### config.mk
export PLATFORM = sky130hd
export DESIGN_NAME = game_state_ctrl
export DESIGN_NICKNAME = d
export VERILOG_FILES = /design/src/rtl/game_state_ctrl_pkg.sv /design/src/rtl/bcd_inc_sat.sv /design/src/rtl/game_state_ctrl.sv
export SDC_FILE = /design/constraint.sdc
export NUM_CORES = 1
export LEC_CHECK = 0
export CORE_AREA = 2 2 70 65
export DETAILED_ROUTE_END_ITERATION = 6
export DIE_AREA = 0 0 72 67
export DONT_BUFFER_PORTS = 1
export HOLD_SLACK_MARGIN = 0.08
export PLACE_DENSITY = 0.7
export SKIP_LAST_GASP = 1
export SLEW_MARGIN = 15
export SYNTH_ARGS = -nofsm -noshare
export SYNTH_HDL_FRONTEND = slang
export SYNTH_HIERARCHICAL = 1
export SYNTH_SLANG_ARGS = --single-unit
### constraint.sdc
create_clock -name clk_run -period 4.1 [get_ports clk_run]
set_clock_uncertainty 0.2 [all_clocks]
set_input_delay 0.82 -clock clk_run [delete_from_list [all_inputs] [get_ports clk_run]]
set_output_delay 0.82 -clock clk_run [all_outputs]
set_load 0.05 [all_outputs]
### src/rtl/game_state_ctrl_pkg.sv
// Shared widths, state encoding and small helpers for the game sequencer.
package game_state_ctrl_pkg;

  localparam int LIVES_W          = 3;
  localparam int SCORE_DIGITS_DEF = 4;
  localparam int SCORE_W          = 4 * SCORE_DIGITS_DEF;
  localparam int FRAME_CNT_W      = 8;

  typedef enum logic [1:0] {
    GS_IDLE = 2'd0,
    GS_RUN  = 2'd1,
    GS_HIT  = 2'd2,
    GS_OVER = 2'd3
  } gs_state_t;

  function automatic logic bcd_is_nine(input logic [3:0] digit);
    return digit == 4'd9;
  endfunction

endpackage

### src/rtl/bcd_inc_sat.sv
// Purpose: multi-digit packed BCD +1 that sticks at all-nines.
// Latency: combinational.
// Backpressure: none, pure function of the input.
module bcd_inc_sat
  import game_state_ctrl_pkg::*;
#(
  parameter int DIGITS = SCORE_DIGITS_DEF
) (
  input  logic [4*DIGITS-1:0] val_i,
  output logic [4*DIGITS-1:0] inc_o
);

  logic       carry;
  logic       all_nines;
  logic [3:0] digit;

  always_comb begin
    inc_o     = val_i;
    carry     = 1'b1;
    all_nines = 1'b1;
    digit     = 4'd0;
    for (int d = 0; d < DIGITS; d++) begin
      digit = val_i[4*d +: 4];
      if (!bcd_is_nine(digit)) all_nines = 1'b0;
      if (carry) begin
        if (bcd_is_nine(digit)) begin
          inc_o[4*d +: 4] = 4'd0;
        end else begin
          inc_o[4*d +: 4] = digit + 4'd1;
          carry           = 1'b0;
        end
      end
    end
    // Saturate rather than roll the score over to zero.
    if (all_nines) inc_o = val_i;
  end

endmodule

### src/rtl/game_state_ctrl.sv
// Purpose: game sequencer - lives, BCD score, post-hit invulnerability, game over.
// Latency: every event (edge of start/crash/vsync) is reflected one clk_run later.
// Backpressure: none; inputs are levels, only their rising edges are acted upon.
module game_state_ctrl
  import game_state_ctrl_pkg::*;
#(
  parameter int LIVES_INIT    = 3,
  parameter int INVULN_FRAMES = 120,
  parameter int SCORE_DIGITS  = SCORE_DIGITS_DEF,
  parameter int BLINK_SHIFT   = 3
) (
  input  logic                      clk_run,
  input  logic                      rst,
  input  logic                      start_i,
  input  logic                      v_sync_i,
  input  logic                      crash_me_enemy_i,
  input  logic                      crash_enemy_bullet_i,
  output logic                      en_o,
  output logic                      invuln_o,
  output logic                      invuln_blink_o,
  output logic [LIVES_W-1:0]        lives_o,
  output logic [4*SCORE_DIGITS-1:0] score_o,
  output logic                      game_over_o
);

  localparam logic [LIVES_W-1:0]     LIVES_LD  = LIVES_W'(LIVES_INIT);
  localparam logic [FRAME_CNT_W-1:0] INVULN_LD = FRAME_CNT_W'(INVULN_FRAMES);

  gs_state_t                state;
  logic                     start_q, vs_q, me_q, kill_q;
  logic [FRAME_CNT_W-1:0]   frame_cnt;
  logic [FRAME_CNT_W-1:0]   frame_dec;
  logic [4*SCORE_DIGITS-1:0] score_inc;
  logic                     start_edge, tick, hit_edge, kill_edge;

  assign start_edge = start_i & ~start_q;
  assign tick       = v_sync_i & ~vs_q;
  assign hit_edge   = crash_me_enemy_i & ~me_q;
  assign kill_edge  = crash_enemy_bullet_i & ~kill_q;
  assign frame_dec  = frame_cnt - FRAME_CNT_W'(1);

  bcd_inc_sat #(.DIGITS(SCORE_DIGITS)) u_bcd_inc (
    .val_i (score_o),
    .inc_o (score_inc)
  );

  always_ff @(posedge clk_run or posedge rst) begin
    if (rst) begin
      state          <= GS_IDLE;
      en_o           <= 1'b0;
      invuln_o       <= 1'b0;
      invuln_blink_o <= 1'b1;
      lives_o        <= '0;
      score_o        <= '0;
      game_over_o    <= 1'b0;
      frame_cnt      <= '0;
      start_q        <= 1'b0;
      vs_q           <= 1'b0;
      me_q           <= 1'b0;
      kill_q         <= 1'b0;
    end else begin
      start_q <= start_i;
      vs_q    <= v_sync_i;
      me_q    <= crash_me_enemy_i;
      kill_q  <= crash_enemy_bullet_i;

      // Kill is scored before any hit in the same cycle is applied below.
      if (kill_edge && (state == GS_RUN || state == GS_HIT)) score_o <= score_inc;

      case (state)
        GS_IDLE, GS_OVER: begin
          if (start_edge) begin
            state          <= GS_RUN;
            en_o           <= 1'b1;
            invuln_o       <= 1'b0;
            invuln_blink_o <= 1'b1;
            lives_o        <= LIVES_LD;
            score_o        <= '0;
            game_over_o    <= 1'b0;
          end
        end
        GS_RUN: begin
          if (hit_edge) begin
            if (lives_o > LIVES_W'(1)) begin
              lives_o        <= lives_o - LIVES_W'(1);
              frame_cnt      <= INVULN_LD;
              state          <= GS_HIT;
              invuln_o       <= 1'b1;
              invuln_blink_o <= INVULN_LD[BLINK_SHIFT];
            end else begin
              lives_o     <= '0;
              state       <= GS_OVER;
              en_o        <= 1'b0;
              game_over_o <= 1'b1;
            end
          end
        end
        GS_HIT: begin
          if (tick) begin
            frame_cnt <= frame_dec;
            if (frame_dec == '0) begin
              state          <= GS_RUN;
              invuln_o       <= 1'b0;
              invuln_blink_o <= 1'b1;
            end else begin
              invuln_blink_o <= frame_dec[BLINK_SHIFT];
            end
          end
        end
        default: state <= GS_IDLE;
      endcase
    end
  end

endmodule

==> run summary, run 1 <==
Register area share after synthesis -> 0.424
Peak supply drop -> 0.000451 V
RR Startpoint -> lives_o[0]
Critical path start-end classification -> register to register
Final min period -> 2.63 ns
Average wire per standard cell -> 13.9 µm
Core ar. -> 4050 µm²
Flops & latches, synth -> 37
Clock sink total -> 37
CP endpoint -> frame_cnt[0]
Placer congestion estimate -> 0.791
Routed wire length -> 4320 µm
Yosys Warn Count -> 6
Worst skew pair latency -> 0.29 ns
Routed vias/inst -> 5.64
Clk pin slew, worst setup/hold paths -> 0.07 ns
Setup Fix Bufs, Post-CTS -> 0
TritonCTS clock tree -> built
Endpoints failing setup -> 0
Unrepaired setup endpoints after global routing -> false
Via count -> 1,748
Detailed-placement wirelength estimate -> 2930 µm
Hold_ws -> 0.321 ns
Setup TNS -> 0 ns
GRT Total Usage -> 0.204
Worst setup EP type -> register
Final cell count without fillers -> 310
Die area -> 4820 µm²
Max-Cap Viols -> 0
Syn avg cell area -> 8.51 µm²
Placed Cells -> 302
Slew HR -> 0.470
Crit path max fanout -> 12
Status -> finished, final reports clean
Fin. max-slew vios -> 0
Initial Utilization -> 0.541
DR iter-0 viols -> 126
Synth Cell Area -> 2190 µm²
Rows -> 22
Transition time of the tightest slew-check pin -> 0.792 ns
Commonest non-fill, non-tap cell in the layout -> nand2_1
First-pass GRT wire length -> 7550 µm
Critical Path Source -> lives_o[0]
R2R setup slack -> 1.47 ns
DIE HEIGHT -> 67 µm
Residual DRC count -> 0
Maximum clock rate -> 380 MHz
Clk buf depth -> 2
# IOs -> 29
Critical R2R Capture -> frame_cnt[0]
Area growth, synth to finish -> 7.15%
Post-synth net total -> 269
Post-CTS resize count -> 0
Pwr per Cell Area -> 628 nW/µm²
Lkg Pwr -> 0.000977 µW
Multi-input gate area -> 1160 µm²
Async S/R FF share, synth -> 1.00
Tightest Hold Check Type -> input port to asynchronous set/reset pin
Hold_buf cts -> 0
Initial antenna violation count -> 0
Final Core Density -> 0.579
Setup crit start kind -> register
CP arrival -> 2.61 ns
Final Hold Fails -> 0
Number of flops mapped to enable cells by yosys -> 0
Most frequent cells in the layout -> 46 x nand2_1, 36 x dfrtp_1, 29 x a21oi_1
Number of diodes -> 0
WP data required -> 4.08 ns
Cells after Synth -> 257
Remaining Overflow, GRT -> 0
Netlist cell types -> 49
Layout cells sized above 1 -> 0.0916
Final WS setup -> 1.47 ns
Fin crit share -> 0.642
Top FF cell, synth -> dfrtp_1
Pin count of the biggest net entering global routing -> 38
Cts bufs inserted -> 5
Clk root buf -> clkbuf_8
Die width -> 72 µm
Storage element area -> 927 µm²
Routed Antenna Nets -> 0
Place WS -> 1.46 ns
H-tree Lvls -> 2
DR pass1 iterations -> 7
Nets -> 273
Vias in the first global route -> 1,632
Port-buffer cells -> 0
Register-to-Register Path Depth -> 6
Fillers -> 362
[layout make-up]
| type | count | area share |
|---|---|---|
| clock inverter | 1 | 0.00214 |
| inverter | 19 | 0.0304 |
| clock buffer | 7 | 0.0411 |
| tap | 48 | 0.0256 |
| sequential | 37 | 0.396 |
| timing repair buffer | 3 | 0.00961 |
| multi-input combinational | 195 | 0.495 |
[Yosys cell counts (all sizes together) (3+ instances only)]
library cell	number	area share
and3	3	0.0086
nand3	6	0.014
ha	6	0.034
clkbuf	4	0.0069
a31oi	4	0.011
xnor2	6	0.024
nor2	22	0.038
nand2	47	0.082
mux2	5	0.029
a41oi	3	0.012
inv	18	0.031
dfrtp	36	0.41
nor3b	3	0.010
nand2b	6	0.017
and4bb	3	0.019
o21ai	13	0.030
nor3	7	0.021
a21oi	29	0.066
[sequential cells by signal, summed over array words and instances, names as in the netlist, 2 cells and up]
register / flops
frame_cnt: 8
score_o: 16
lives_o: 3
state: 2
[worst min-delay path by stage]
stage	to	cells past startpoint	slack [ns]	from
after floorplan	frame_cnt[1]	2	0.29	frame_cnt[1]
after global placement	frame_cnt[1]	2	0.33	frame_cnt[1]
after detailed placement	frame_cnt[6]	1	0.33	frame_cnt[6]
after CTS	start_q	2	0.33	rst
after global routing	start_q	0	0.33	start_i
final	start_q	2	0.32	rst
[layer usage]
metal  GRT usage  share of wire
met5           0              0
met4      0.0755          0.014
met3      0.0620          0.045
met2       0.310           0.44
met1       0.273           0.50
[kinds of logic after synthesis]
| logic type | after synthesis | share of synthesized area |
|---|---|---|
| compound gates | 68 | 0.189 |
| xor+xnor | 8 | 0.0320 |
| fa+ha+maj | 6 | 0.0343 |
| buf+inv | 25 | 0.0452 |
| flops | 37 | 0.424 |
| mux | 7 | 0.0383 |
| simple gates | 106 | 0.237 |
[per-stage QoR]
| step | cell area [µm²] | total power, µW |
|---|---|---|
| floorplan | 2190 | 1080 |
| global placement | 2240 | 1190 |
| finish | 2340 | 1470 |
| CTS | 2340 | 1490 |
| global route | 2340 | 1600 |
| detailed placement | 2240 | 1200 |
[critical path, cell delays in order, from the launching register on]
cell and delay [ns]:
dfrtp_1 0.69, ha_1 0.23, o21bai_1 0.12, a21oi_1 0.09, o211ai_1 0.64, nor2_1 0.22, mux2_2 0.32
[report_power, final]
| group | total (µW) | internal (µW) | switching (µW) | leakage, µW |
|---|---|---|---|---|
| Clock | 284 | 152 | 132 | 0.0000542 |
| Combinational | 543 | 212 | 331 | 0.000461 |
| Sequential | 643 | 432 | 211 | 0.000462 |
| Total | 1470 | 796 | 675 | 0.000977 |
No activity file was read; power rests on OpenSTA's default activity.
==> run 2, diff against run 1 <==
--- a/config.mk
+++ b/config.mk
@@ -10,7 +10,7 @@
 export DIE_AREA = 0 0 72 67
 export DONT_BUFFER_PORTS = 1
 export HOLD_SLACK_MARGIN = 0.08
-export PLACE_DENSITY = 0.7
+export PLACE_DENSITY = 0.73
 export SKIP_LAST_GASP = 1
 export SLEW_MARGIN = 15
 export SYNTH_ARGS = -nofsm -noshare
==> constraint.sdc (replaced) <==
create_clock -name clk_run -period 2.2 [get_ports clk_run]
set_clock_uncertainty 0.2 [all_clocks]
set_input_delay 0.44 -clock clk_run [delete_from_list [all_inputs] [get_ports clk_run]]
set_output_delay 0.44 -clock clk_run [all_outputs]
set_load 0.05 [all_outputs]
==> run 2 against run 1 <==
Net effect: maximum frequency is 29% higher; clock-buffer cell count stayed put; setup slack worse by 1.3 ns; cell count is 11% higher; total power is 110% higher; highest routed layer unchanged.
==> run summary, run 2 (synthesized netlist as in run 1, its figures left out) <==
GRT Total Usage -> 0.218
DR iter-0 viols -> 119
WP data required -> 2.18 ns
Crit path cell chain -> inv_1, ha_2, o21ai_0, o2bb2ai_1, o2111ai_1, a21o_1, mux2_4
Die area -> 4820 µm²
Clk pin slew, worst setup/hold paths -> 0.08 ns
CP arrival -> 2.02 ns
Layout cells sized above 1 -> 0.185
Unrepaired setup endpoints after global routing -> false
Flop pwr share -> 0.334
Sw power -> 1300 µW
Max-Cap Viols -> 0
TritonCTS clock tree -> built
Cts bufs inserted -> 5
Max reg flops -> 16
Final min period -> 2.05 ns
Worst Path Buf+Inv -> 1
DIE HEIGHT -> 67 µm
Clock sink total -> 37
Routed Antenna Nets -> 0
Routed vias/inst -> 5.51
Slew HR -> 0.661
First-pass GRT wire length -> 8240 µm
Endpoints failing setup -> 0
Vias in the first global route -> 1,864
Rows -> 22
Hold Path Origin -> start_i
Worst skew pair latency -> 0.29 ns
Final Hold Fails -> 0
Setup TNS -> 0 ns
Nets -> 308
Fin. max-slew vios -> 0
Transition time of the tightest slew-check pin -> 0.508 ns
Clk buf depth -> 2
Fin crit share -> 0.931
Pin count of the biggest net entering global routing -> 38
Initial Utilization -> 0.541
Tightest Hold Check Type -> input port to register
Via count -> 1,901
Switching Fraction -> 0.430
Clock share of power -> 0.202
DR pass1 iterations -> 4
Pint -> 1720 µW
Commonest non-fill, non-tap cell in the layout -> nand2_1
Biggest regs -> score_o x16, frame_cnt x8, lives_o x3
Area growth, synth to finish -> 20.6%
Core ar. -> 4050 µm²
Lkg Pwr -> 0.00115 µW
RR Startpoint -> frame_cnt[0]
Total power -> 3020 µW
# IOs -> 29
Worst setup EP type -> register
Critical Path Source -> frame_cnt[0]
Delay of the slowest cell on the worst path -> 0.40 ns
Clk root buf -> clkbuf_8
Maximum clock rate -> 488 MHz
Routed wire length -> 4740 µm
Average wire per standard cell -> 13.7 µm
Pwr per Cell Area -> 1150 nW/µm²
Critical path start-end classification -> register to register
Remaining Overflow, GRT -> 0
Crit path max fanout -> 7
Placer congestion estimate -> 0.880
Residual DRC count -> 0
Delay-heaviest family, CP -> compound AO/OA/AOI/OAI gates
Status -> finished, final reports clean
Most frequent cells in the layout -> 46 x nand2_1, 35 x dfrtp_1, 33 x buf_4
H-tree Lvls -> 2
Setup crit start kind -> register
Gate power share -> 0.465
Detailed-placement wirelength estimate -> 3350 µm
Die width -> 72 µm
Biggest register -> score_o
Slowest-stage cell, CP -> dfrtp_1
Initial antenna violation count -> 0
Port-buffer cells -> 0
Peak supply drop -> 0.000798 V
Number of diodes -> 0
[run 2: power groups by stage]
stage / Clock [µW] / Combinational, µW / Sequential, µW
floorplan: 0 / 839 / 1170
global placement: 0 / 1350 / 1020
detailed placement: 0 / 1380 / 1020
CTS: 627 / 1400 / 1010
global route: 646 / 1560 / 1030
finish: 610 / 1410 / 1010
[run 2: worst paths after layout]
path | slack, ns | end | depth (start not counted)
setup / recovery | 0.15 | state[0] | 7
hold / removal | 0.27 | en_o | 3
setup reg to reg | 0.15 | state[0] | 7
hold reg to reg | 0.33 | frame_cnt[1] | 2
max in group asynchronous | 0.94 | invuln_blink_o | 3
min in group asynchronous | 0.52 | me_q | 3
[run 2: metal layers]
layer  up-vias  global-route usage  wire (µm)
met2        25               0.374       2230
li1        965                   -          -
met4         0              0.0637         48
met5         -                   0          0
met1       906               0.272       2290
met3         5              0.0560        166
[run 2: worst min-delay path: cells and delay by family]
family / cells / cell delay, ns
AO/OA/AOI/OAI: 1 / 0.12
AND/OR/NAND/NOR: 2 / 0.17
[run 2: timing repair]
action                                 4_1_cts  5_1_grt
endpoints found under the hold margin       40        0
setup buffers                                0        1
setup endpoints to repair                    0        2
hold buffers                                 5        0
gates resized for setup                      0        2
[run 2: stage by stage]
step	cells	utilization	cell area, µm²	setup slack, ns	hold slack [ns]
CTS	344	0.649	2630	0.0515	0.244
global placement	331	0.608	2460	0.114	0.265
detailed placement	331	0.608	2460	0.0628	0.272
finish	345	0.652	2640	0.152	0.272
floorplan	257	-	2190	0.0132	0.271
global route	345	0.652	2640	0.00974	0.290
[run 2: final cells by class]
class / instances / area, µm²
Clock inverter: 1 / 30.0
Tap cell: 48 / 60.1
Clock buffer: 7 / 86.3
Timing Repair Buffer: 38 / 298
Inverter: 19 / 71.3
Sequential cell: 37 / 928
Multi-Input combinational cell: 195 / 1160
Fill cell: 340 / 1410
